==> src/rtl/mem_bus_arbiter_if.sv <==
// Shared SRAM bus bundle: two requester ports plus the registered SRAM side.
// The arbiter takes the slave view; a bench or SoC wrapper takes the master view.
interface mem_bus_arbiter_if #(
  parameter int AW = 20,
  parameter int DW = 8
);
  logic          a_req;
  logic          a_we;
  logic [AW-1:0] a_address;
  logic [DW-1:0] a_o_data;
  logic          a_gnt;
  logic [DW-1:0] a_i_data;
  logic          a_rvalid;

  logic          b_req;
  logic [AW-1:0] b_address;
  logic          b_gnt;
  logic [DW-1:0] b_i_data;
  logic          b_rvalid;

  logic [AW-1:0] mem_address;
  logic [DW-1:0] mem_o_data;
  logic          mem_we;
  logic [DW-1:0] mem_i_data;

  modport slave (
    input  a_req, a_we, a_address, a_o_data,
    input  b_req, b_address,
    input  mem_i_data,
    output a_gnt, a_i_data, a_rvalid,
    output b_gnt, b_i_data, b_rvalid,
    output mem_address, mem_o_data, mem_we
  );

  modport master (
    output a_req, a_we, a_address, a_o_data,
    output b_req, b_address,
    output mem_i_data,
    input  a_gnt, a_i_data, a_rvalid,
    input  b_gnt, b_i_data, b_rvalid,
    input  mem_address, mem_o_data, mem_we
  );
endinterface

==> src/rtl/mem_bus_arbiter.sv <==
// Two-port arbiter for a byte-wide synchronous SRAM: B (read-only, real-time) has
// priority, a burst limiter forces A through, reads return two edges after issue.
module mem_bus_arbiter #(
  parameter int AW          = 20,
  parameter int DW          = 8,
  parameter int B_MAX_BURST = 4
) (
  input logic              clock,
  input logic              reset,
  mem_bus_arbiter_if.slave bus
);

  localparam logic [3:0] MaxBurst = 4'(B_MAX_BURST);

  logic [3:0]    burstCnt_q, burstCnt_d;
  logic          burstFull;
  logic          aGnt, bGnt;

  logic [AW-1:0] memAddress_q;
  logic [DW-1:0] memOData_q;
  logic          memWe_q;

  logic          tag0Valid_q, tag0Port_q;
  logic          tag1Valid_q, tag1Port_q;

  logic [DW-1:0] aIData_q, bIData_q;
  logic          aRvalid_q, bRvalid_q;

  assign burstFull = (burstCnt_q == MaxBurst);

  // B wins unless A is waiting and B has used up its burst allowance.
  assign bGnt = !reset && bus.b_req && !(bus.a_req && burstFull);
  assign aGnt = !reset && bus.a_req && (!bus.b_req || burstFull);

  always_comb begin
    burstCnt_d = burstCnt_q;
    if (!bus.a_req || aGnt) begin
      burstCnt_d = 4'd0;
    end else if (bGnt && !burstFull) begin
      burstCnt_d = burstCnt_q + 4'd1;
    end
  end

  // Tag port bit: 1 = B, 0 = A. Data is captured when a tag leaves stage 1.
  always_ff @(posedge clock) begin
    if (reset) begin
      burstCnt_q   <= 4'd0;
      memAddress_q <= '0;
      memOData_q   <= '0;
      memWe_q      <= 1'b0;
      tag0Valid_q  <= 1'b0;
      tag0Port_q   <= 1'b0;
      tag1Valid_q  <= 1'b0;
      tag1Port_q   <= 1'b0;
      aIData_q     <= '0;
      bIData_q     <= '0;
      aRvalid_q    <= 1'b0;
      bRvalid_q    <= 1'b0;
    end else begin
      burstCnt_q <= burstCnt_d;
      memWe_q    <= aGnt && bus.a_we;
      if (aGnt) begin
        memAddress_q <= bus.a_address;
      end else if (bGnt) begin
        memAddress_q <= bus.b_address;
      end
      if (aGnt && bus.a_we) begin
        memOData_q <= bus.a_o_data;
      end

      tag0Valid_q <= bGnt || (aGnt && !bus.a_we);
      tag0Port_q  <= bGnt;
      tag1Valid_q <= tag0Valid_q;
      tag1Port_q  <= tag0Port_q;

      aRvalid_q <= tag1Valid_q && !tag1Port_q;
      bRvalid_q <= tag1Valid_q && tag1Port_q;
      if (tag1Valid_q && !tag1Port_q) begin
        aIData_q <= bus.mem_i_data;
      end
      if (tag1Valid_q && tag1Port_q) begin
        bIData_q <= bus.mem_i_data;
      end
    end
  end

  assign bus.a_gnt       = aGnt;
  assign bus.b_gnt       = bGnt;
  assign bus.mem_address = memAddress_q;
  assign bus.mem_o_data  = memOData_q;
  assign bus.mem_we      = memWe_q;
  assign bus.a_i_data    = aIData_q;
  assign bus.a_rvalid    = aRvalid_q;
  assign bus.b_i_data    = bIData_q;
  assign bus.b_rvalid    = bRvalid_q;

endmodule

==> src/flat_wrapper.sv <==
// flat-port wrapper written by rule: the top's interface ports become plain ports
module mem_bus_arbiter_flat 
#(
  parameter int AW          = 20,
  parameter int DW          = 8,
  parameter int B_MAX_BURST = 4
)
  (clock, reset, bus_a_req, bus_a_we, bus_a_address, bus_a_o_data, bus_b_req, bus_b_address, bus_mem_i_data, bus_a_gnt, bus_a_i_data, bus_a_rvalid, bus_b_gnt, bus_b_i_data, bus_b_rvalid, bus_mem_address, bus_mem_o_data, bus_mem_we);
  mem_bus_arbiter_if #(.AW(AW), .DW(DW)) bus_i ();
  input logic clock;
  input logic reset;
  input wire logic [$bits(bus_i.a_req)-1:0] bus_a_req;
  input wire logic [$bits(bus_i.a_we)-1:0] bus_a_we;
  input wire logic [$bits(bus_i.a_address)-1:0] bus_a_address;
  input wire logic [$bits(bus_i.a_o_data)-1:0] bus_a_o_data;
  input wire logic [$bits(bus_i.b_req)-1:0] bus_b_req;
  input wire logic [$bits(bus_i.b_address)-1:0] bus_b_address;
  input wire logic [$bits(bus_i.mem_i_data)-1:0] bus_mem_i_data;
  output wire logic [$bits(bus_i.a_gnt)-1:0] bus_a_gnt;
  output wire logic [$bits(bus_i.a_i_data)-1:0] bus_a_i_data;
  output wire logic [$bits(bus_i.a_rvalid)-1:0] bus_a_rvalid;
  output wire logic [$bits(bus_i.b_gnt)-1:0] bus_b_gnt;
  output wire logic [$bits(bus_i.b_i_data)-1:0] bus_b_i_data;
  output wire logic [$bits(bus_i.b_rvalid)-1:0] bus_b_rvalid;
  output wire logic [$bits(bus_i.mem_address)-1:0] bus_mem_address;
  output wire logic [$bits(bus_i.mem_o_data)-1:0] bus_mem_o_data;
  output wire logic [$bits(bus_i.mem_we)-1:0] bus_mem_we;
  assign bus_i.a_req = bus_a_req;
  assign bus_i.a_we = bus_a_we;
  assign bus_i.a_address = bus_a_address;
  assign bus_i.a_o_data = bus_a_o_data;
  assign bus_i.b_req = bus_b_req;
  assign bus_i.b_address = bus_b_address;
  assign bus_i.mem_i_data = bus_mem_i_data;
  assign bus_a_gnt = bus_i.a_gnt;
  assign bus_a_i_data = bus_i.a_i_data;
  assign bus_a_rvalid = bus_i.a_rvalid;
  assign bus_b_gnt = bus_i.b_gnt;
  assign bus_b_i_data = bus_i.b_i_data;
  assign bus_b_rvalid = bus_i.b_rvalid;
  assign bus_mem_address = bus_i.mem_address;
  assign bus_mem_o_data = bus_i.mem_o_data;
  assign bus_mem_we = bus_i.mem_we;
  mem_bus_arbiter #(.AW(AW), .DW(DW), .B_MAX_BURST(B_MAX_BURST)) u_core (.clock(clock), .reset(reset), .bus(bus_i));
endmodule
==> config.mk <==
export PLATFORM = sky130hd
export DESIGN_NAME = mem_bus_arbiter_flat
export DESIGN_NICKNAME = d
export VERILOG_FILES = /design/src/rtl/mem_bus_arbiter_if.sv /design/src/rtl/mem_bus_arbiter.sv /design/src/flat_wrapper.sv
export SDC_FILE = /design/constraint.sdc
export NUM_CORES = 1
export LEC_CHECK = 0
export CAP_MARGIN = 40
export CORE_ASPECT_RATIO = 0.6
export CORE_MARGIN = 2
export CORE_UTILIZATION = 30
export CTS_BUF_LIST = sky130_fd_sc_hd__clkbuf_8
export CTS_CLUSTER_DIAMETER = 200
export DETAILED_ROUTE_END_ITERATION = 8
export SLEW_MARGIN = 20
export SYNTH_ARGS = -nofsm -noshare
export SYNTH_HDL_FRONTEND = slang
export SYNTH_SLANG_ARGS = --single-unit
export TNS_END_PERCENT = 10
==> constraint.sdc <==
create_clock -name clock -period 2.4 [get_ports clock]
set_input_delay 0.48 -clock clock [delete_from_list [all_inputs] [get_ports clock]]
set_output_delay 0.48 -clock clock [all_outputs]
set_load 0.05 [all_outputs]
After elaboration in Yosys (flattened, before gate mapping)
Cells that the tools add are included.
{ "totals": {"regBits": 55, "input_bits": 61, "output_inout_bits": 49, "wordCells": 38} }
{ "op_classes": {"addsub": 1, "eq_ne": 1, "muxes": 2, "reduce_logical": 22} }
{ "op_table": {"columns": ["cell", "count"], "rows": [
  ["$mux W20", 2],
  ["$logic_and A1 B1 Y1", 10],
  ["$logic_not A1 Y1", 7],
  ["$add A4 B1 Y4 const B", 1],
  ["$eq A4 B3 Y1 const B", 1],
  ["$logic_or A1 B1 Y1", 3],
  ["$reduce_bool A2 Y1", 1],
  ["$reduce_or A2 Y1", 1]
]} }

Logic depth before layout (Yosys ltp)
Gate-level depths: netlist of the first run.
{ "logic_depth": {"word_depth": 6, "ltp_mapped": 7} }

Worst setup path after synthesis of the first run
OpenSTA, ideal clock, no wires.
{ "synth_timing": {"kind": "reg2out", "startpoint": "reg u_core.burstCnt_q[0]", "endpoint": "out bus_b_gnt", "arrival_ns": 1.840, "required_ns": 1.920, "setup_slack_ns": 0.080, "stages_incl_launch_ff": 7, "path_buffers": 2, "cell_sequence": "dfxtp_1 > inv_1 > ha_1 > and3b_1 > buf_6 > buf_2 > a21oi_1"} }
{ "synth_via": {"elab_chain_len": 4} }
{ "synth_lines": {"columns": ["element", "line", "text"], "rows": [
  ["start: declaration", "mem_bus_arbiter.sv:15", "logic [3:0] burstCnt_q, burstCnt_d;"],
  ["start signal: assignment", "mem_bus_arbiter.sv:60", "burstCnt_q <= burstCnt_d;"],
  ["$eq A4 B3 Y1", "mem_bus_arbiter.sv:29", "assign burstFull = (burstCnt_q == MaxBurst);"],
  ["$logic_and A1 B1 Y1", "mem_bus_arbiter.sv:32", "assign bGnt = !reset && bus.b_req && !(bus.a_req && burstFull);"],
  ["$logic_not A1 Y1", "mem_bus_arbiter.sv:32", null],
  ["$logic_and A1 B1 Y1", "mem_bus_arbiter.sv:32", null],
  ["end: declaration", "flat_wrapper.sv:22", "output wire logic [$bits(bus_i.b_gnt)-1:0] bus_b_gnt;"]
]} }
No other way between the ends.

Worst setup path in the final report of the first run
Ends and elaborated chain as after synthesis.

==> results_dict.tcl, run 1 <==
set metrics [dict create \
    grt_pass1_vias 2451 \
    layout.nets 445 \
    r2r-start "u_core.burstCnt_q[0]$_SDFFE_PP0P_" \
    syn_nets 343 \
    fillCellCount 794 \
    clock_skew_ns 0.01503 \
    hold_buffers 0 \
    grt_util_all_layers 0.1757 \
    synth_warnings 0 \
    finalCritPeriodShare 0.9400 \
    timing.fmax_mhz 443.3 \
    critPathLaunch "u_core.burstCnt_q[0]$_SDFFE_PP0P_" \
    cp-start-kind "flop" \
    synth.top_cell.area_share 0.4456 \
    fp.dieW_um 121.2 \
    worstRegToRegCells 5 \
    slew_viol_final 0 \
    cts_resized 0 \
    grt_use_met3 0.05521 \
    portBuffers 109 \
    synth_common_cells "55 x dfxtp_1, 40 x nor3_1, 28 x mux2_2, 25 x nand2_1" \
    io_pins 110 \
    gr-total-overflow 0 \
    powerDensity_mw_per_mm2 544.0 \
    cts_tree "yes" \
    rr_endpoint "u_core.bus.mem_o_data[0]$_SDFFE_PP0P_" \
    synth_most_common_cell "dfxtp_1" \
    fp.dieH_um 74.30 \
    yosysTopAreaCell "dfxtp_1" \
    clock-sinks 55 \
    tightest_slew_ns 0.5802 \
    multi_input_comb_area_mm2 0.001227 \
    grt_pass1_wl_um 12390 \
    postCtsSetupRepairBufs 0 \
    use_met2 0.2584 \
    finalSetupViolCount 0 \
    final_layout_size_suffix_gt1_frac 0.1358 \
    dp_hpwl_um 5522 \
    antenna_cells 0 \
    drt-pass1-iter-count 4 \
    irDropWorstVdd_uv 247.3 \
    critPathRequiredTime_ns 1.92 \
    cp-endpoint "bus_b_gnt" \
    fp.coreArea_mm2 0.007945 \
    synth-edff-count 0 \
    slew_headroom 0.6124 \
    numPlacedInstances 483 \
    hold_viol 0 \
    seqCellArea_mm2 0.001101 \
    postLayoutCellArea_mm2 0.003770 \
    rsz0062_at_grt "no" \
    r2r_slack_ns 0.59 \
    rows 25 \
    synth_area_leaders "dfxtp_1 45%, mux2_2 13%, nor3_1 8.1%" \
    clock_path_buffers 2 \
    hold_path.class "flop to flop" \
    antenna_found_initial 0 \
    finalNonFillerCells 491 \
    clock_latency_ns 0.32 \
    syn_inst 280 \
    htreeDepth 2 \
    die-area_mm2 0.009003 \
    p_leak_nw 1.357 \
    grt_max_degree 27 \
    detail_route.wl_per_cell_um 15.71 \
    ys_types 25 \
    max_cap_violations 0 \
    finish.utilization 0.4745 \
    area_growth_pct 52.56 \
    fin_crit_ns 2.256 \
    synth_ff_type "dfxtp_1" \
    status "finished, final reports clean" \
    wirelength_um 7715 \
    ant_nets 0 \
    fin_tns_setup_ns 0 \
    cp_max_fo 7 \
    place_area_mm2 0.003679 \
    ys_seq_elements 55 \
    crit_type "flop to output port" \
    clockRootBuffer "clkbuf_8" \
    vias 2437 \
    vias_per_cell 4.963 \
    clk_pin_slew_ns 0.11 \
    cts_buffers 5 \
    floorplan.initialDensity 0.3110 \
    drc 0 \
    ys_seq_area_frac 0.4456 \
    grt.busiest_layer "met2" \
    synthesis.area_mm2 0.002471 \
    first_iter_violations 101 \
    grtUsageMet1 0.2526 \
    synth_area_per_cell_um2 8.825 \
    min_delay_path_depth 1 \
    ys_async_sr_fraction 0 \
    arrival_ns 1.78 \
    critical_path.endpoint_type "output port" \
    gp_congestion 0.7610 \
]
==> report_power, final <==
group	total, W	switching [W]	internal [W]
registers	0.000983	0.0000257	0.000957
clock network	0.000545	0.000335	0.000210
logic	0.000523	0.000286	0.000237
total	0.00205	0.000646	0.00140
==> routing by layer <==
metal	up-vias	wire, um
li1	1207	-
met3	7	472
met4	0	48
met1	1157	3983
met5	-	0
met2	66	3209
==> worst min-delay path by stage <==
stage                                       start                            end
finish              u_core.tag0Valid_q$_SDFF_PP0_  u_core.tag1Valid_q$_SDFF_PP0_
global route        u_core.tag0Valid_q$_SDFF_PP0_  u_core.tag1Valid_q$_SDFF_PP0_
CTS                 u_core.tag0Valid_q$_SDFF_PP0_  u_core.tag1Valid_q$_SDFF_PP0_
detailed placement  u_core.tag0Valid_q$_SDFF_PP0_  u_core.tag1Valid_q$_SDFF_PP0_
global placement    u_core.tag0Valid_q$_SDFF_PP0_  u_core.tag1Valid_q$_SDFF_PP0_
floorplan            u_core.tag0Port_q$_SDFF_PP0_   u_core.tag1Port_q$_SDFF_PP0_
==> stage by stage <==
stage | setup slack, ns | hold WS [ns] | power, W
2_1_floorplan | 0.08012 | 0.4138 | 0.001290
3_3_place_gp | 0.1875 | 0.4302 | 0.001520
6_report | 0.1441 | 0.4473 | 0.002051
3_5_place_dp | 0.1669 | 0.4287 | 0.001526
4_1_cts | 0.1164 | 0.4547 | 0.002077
5_1_grt | 0.04969 | 0.4691 | 0.002156
==> cells by family (layout without fill, tap and decap cells) <==
group / after synthesis / after routing / synth area share
DFF: 55 / 55 / 0.4456
buffers and inverters: 31 / 134 / 0.05772
muxes: 28 / 28 / 0.1276
xor gates and xnor gates: 2 / 2 / 0.007090
and+or+nand+nor: 120 / 120 / 0.2491
adders and majority gates: 2 / 2 / 0.01012
AOI/OAI and AO/OA: 42 / 42 / 0.1028
==> critical path, cell delays in order, from the launching register on <==
cell and delay (ns):
dfxtp_1 0.39, inv_1 0.06, ha_1 0.20, and3b_1 0.29, a21oi_1 0.33, buf_12 0.18
==> area by class of cell <==
class / count / area share
Clock buffer: 5 / 0.01825
Clock inverter: 3 / 0.005974
Inverter: 5 / 0.004978
Multi-Input combinational cell: 194 / 0.3256
Sequential cell: 55 / 0.2921
Tap cell: 108 / 0.03584
Timing Repair Buffer: 121 / 0.3173
==> sequential cells by signal, summed over array words and instances (netlist names), 4 cells and up <==
register / flops
u_core.bus.b_i_data: 8
u_core.bus.a_i_data: 8
u_core.bus.mem_o_data: 8
u_core.burstCnt_q: 4
u_core.bus.mem_address: 20
==> placed cells by master, fill, tap and decap left out, drive strengths merged, types with 2 or more instances in the layout <==
| cell | instances |
|---|---|
| a21oi | 20 |
| buf | 15 |
| clkbuf | 5 |
| clkdlybuf4s50 | 106 |
| clkinv | 2 |
| dfxtp | 55 |
| ha | 2 |
| inv | 6 |
| mux2 | 28 |
| nand2 | 25 |
| nand2b | 5 |
| nand3 | 10 |
| nor2 | 6 |
| nor2b | 11 |
| nor3 | 40 |
| nor4 | 20 |
| o22ai | 20 |
Note: power is estimated with default switching activity, not from simulation.
==> run 2, diff against run 1 <==
--- a/config.mk
+++ b/config.mk
@@ -12,6 +12,7 @@
 export CTS_BUF_LIST = sky130_fd_sc_hd__clkbuf_8
 export CTS_CLUSTER_DIAMETER = 200
 export DETAILED_ROUTE_END_ITERATION = 8
+export RECOVER_POWER = 50
 export SLEW_MARGIN = 20
 export SYNTH_ARGS = -nofsm -noshare
 export SYNTH_HDL_FRONTEND = slang
==> run 2 against run 1 <==
- total power is 0.21% lower
- via count stayed put
- routed wire length hardly changed
==> results_dict.tcl, run 2 (same netlist as run 1, synthesis figures left out) <==
set metrics [dict create \
    numPlacedInstances 483 \
    cp-start-kind "input port" \
    gp_congestion 0.7610 \
    die-area_mm2 0.009003 \
    htreeDepth 2 \
    clock_latency_ns 0.32 \
    power_w 0.002047 \
    p_leak_nw 1.348 \
    cp_max_fo 15 \
    rows 25 \
    portBuffers 109 \
    clock_path_buffers 2 \
    final_layout_size_suffix_gt1_frac 0.1279 \
    critPathLaunch "reset" \
    hold_viol 0 \
    path_common_cell "clkbuf_1" \
    cp-endpoint "u_core.bus.mem_o_data[0]$_SDFFE_PP0P_" \
    dp_hpwl_um 5522 \
    gr-total-overflow 0 \
    ant_nets 0 \
    critical_path.endpoint_type "flop" \
    clock-sinks 55 \
    met1Wirelength_um 3974 \
    vias_per_cell 4.963 \
    hp-start "u_core.tag0Valid_q$_SDFF_PP0_" \
    max_cap_violations 0 \
    cts_resized 0 \
    wl_met2_um 3232 \
    arrival_ns 2.47 \
    rr_endpoint "u_core.bus.mem_o_data[0]$_SDFFE_PP0P_" \
    cp_slowest_stage_delay_ns 0.56 \
    irDropWorstVdd_uv 246.4 \
    slew_viol_final 0 \
    cts_buffers 5 \
    tightest_slew_ns 1.188 \
    crit_chain "clkbuf_1 > clkbuf_1 > and2b_1 > o211ai_2 > mux2_2" \
    first_iter_violations 100 \
    finalCritPeriodShare 0.9432 \
    clockRootBuffer "clkbuf_8" \
    grt_util_all_layers 0.1757 \
    drt-pass1-iter-count 4 \
    r2r-start "u_core.burstCnt_q[0]$_SDFFE_PP0P_" \
    hold_path.class "flop to flop" \
    rsz0062_at_grt "no" \
    powerDensity_mw_per_mm2 545.8 \
    wirelength_um 7716 \
    cp_slowest_cell "clkbuf_1" \
    finalSetupViolCount 0 \
    grt_pass1_wl_um 12390 \
    finalNonFillerCells 491 \
    drc 0 \
    antenna_found_initial 0 \
    final_common_cell "clkdlybuf4s50_1" \
    detail_route.wl_per_cell_um 15.71 \
    fp.coreArea_mm2 0.007945 \
    fp.dieH_um 74.30 \
    fin_tns_setup_ns 0 \
    timing.fmax_mhz 441.8 \
    floorplan.initialDensity 0.3110 \
    io_pins 110 \
    postCtsSetupRepairBufs 0 \
    final_cell_mix "106 x clkdlybuf4s50_1, 55 x dfxtp_1, 40 x nor3_1" \
    clk_pin_slew_ns 0.10 \
    crit_type "input port to flop" \
    critPathRequiredTime_ns 2.61 \
    r2r_slack_ns 0.51 \
    grt_pass1_vias 2451 \
    fp.dieW_um 121.2 \
    worstRegToRegCells 5 \
    grt_max_degree 27 \
    cts_tree "yes" \
    layout.nets 445 \
    largest_register_ffs 20 \
    slew_headroom 0.2083 \
    wl_met3_um 460 \
    status "finished, final reports clean" \
    highest_layer "met4" \
    fin_crit_ns 2.264 \
    area_growth_pct 51.75 \
    clock_skew_ns 0.01486 \
    hold_buffers 0 \
    vias 2437 \
    antenna_cells 0 \
]
run 2: changes by cell type in the layout (fill, tap and decap cells not counted):
cell,change
buf_4,-3
clkbuf_2,+1
o211ai_4,-1
clkbuf_1,+3
buf_2,-1
o211ai_2,+1
run 2: worst min path at each step:
stage / end / slack (ns) / depth (start not counted)
after floorplan: u_core.tag1Port_q$_SDFF_PP0_ / 0.41 / 1
after global placement: u_core.tag1Valid_q$_SDFF_PP0_ / 0.43 / 1
after detailed placement: u_core.tag1Valid_q$_SDFF_PP0_ / 0.43 / 1
after CTS: u_core.tag1Valid_q$_SDFF_PP0_ / 0.45 / 1
after global routing: u_core.tag1Valid_q$_SDFF_PP0_ / 0.47 / 1
final: u_core.tag1Valid_q$_SDFF_PP0_ / 0.45 / 1
run 2: worst max-delay path: cells and delay by family:
| kind | cells | cell delay, ns |
|---|---|---|
| buffers and inverters | 2 | 1.11 |
| multiplexers | 1 | 0.39 |
| AND/OR/NAND/NOR | 1 | 0.29 |
| AO/OA/AOI/OAI | 1 | 0.21 |
run 2: area by class of cell:
type	instances	area, um2
clock buffers	5	68.82
clock inverters	3	22.52
fillers	799	4195
inverters	5	18.77
multi-input cells	194	1219
flip-flops and latches	55	1101
well taps	108	135.1
repair buffers	121	1185
run 2: stage by stage:
step | instance area [um2] | utilization | hold slack, ns | setup slack (ns)
after floorplan | 2471 | - | 0.4138 | 0.08012
after global placement | 3679 | 0.4630 | 0.4302 | 0.1875
after detailed placement | 3679 | 0.4630 | 0.4287 | 0.1669
after CTS | 3770 | 0.4745 | 0.4547 | 0.1164
after global routing | 3750 | 0.4720 | 0.4691 | 0.04845
final | 3750 | 0.4720 | 0.4476 | 0.1364
run 2: layer usage:
layer / global-route usage / up-vias
met3: 0.05521 / 7
met4: 0.03959 / 0
met2: 0.2584 / 64
li1: - / 1206
met1: 0.2526 / 1160
met5: 0 / -
run 2: report_power, final:
part	internal [W]	leakage [nW]	switching, W	total, W
registers	0.000957	0.451	0.0000257	0.000983
logic	0.000235	0.848	0.000285	0.000519
clock network	0.000210	0.0485	0.000334	0.000544
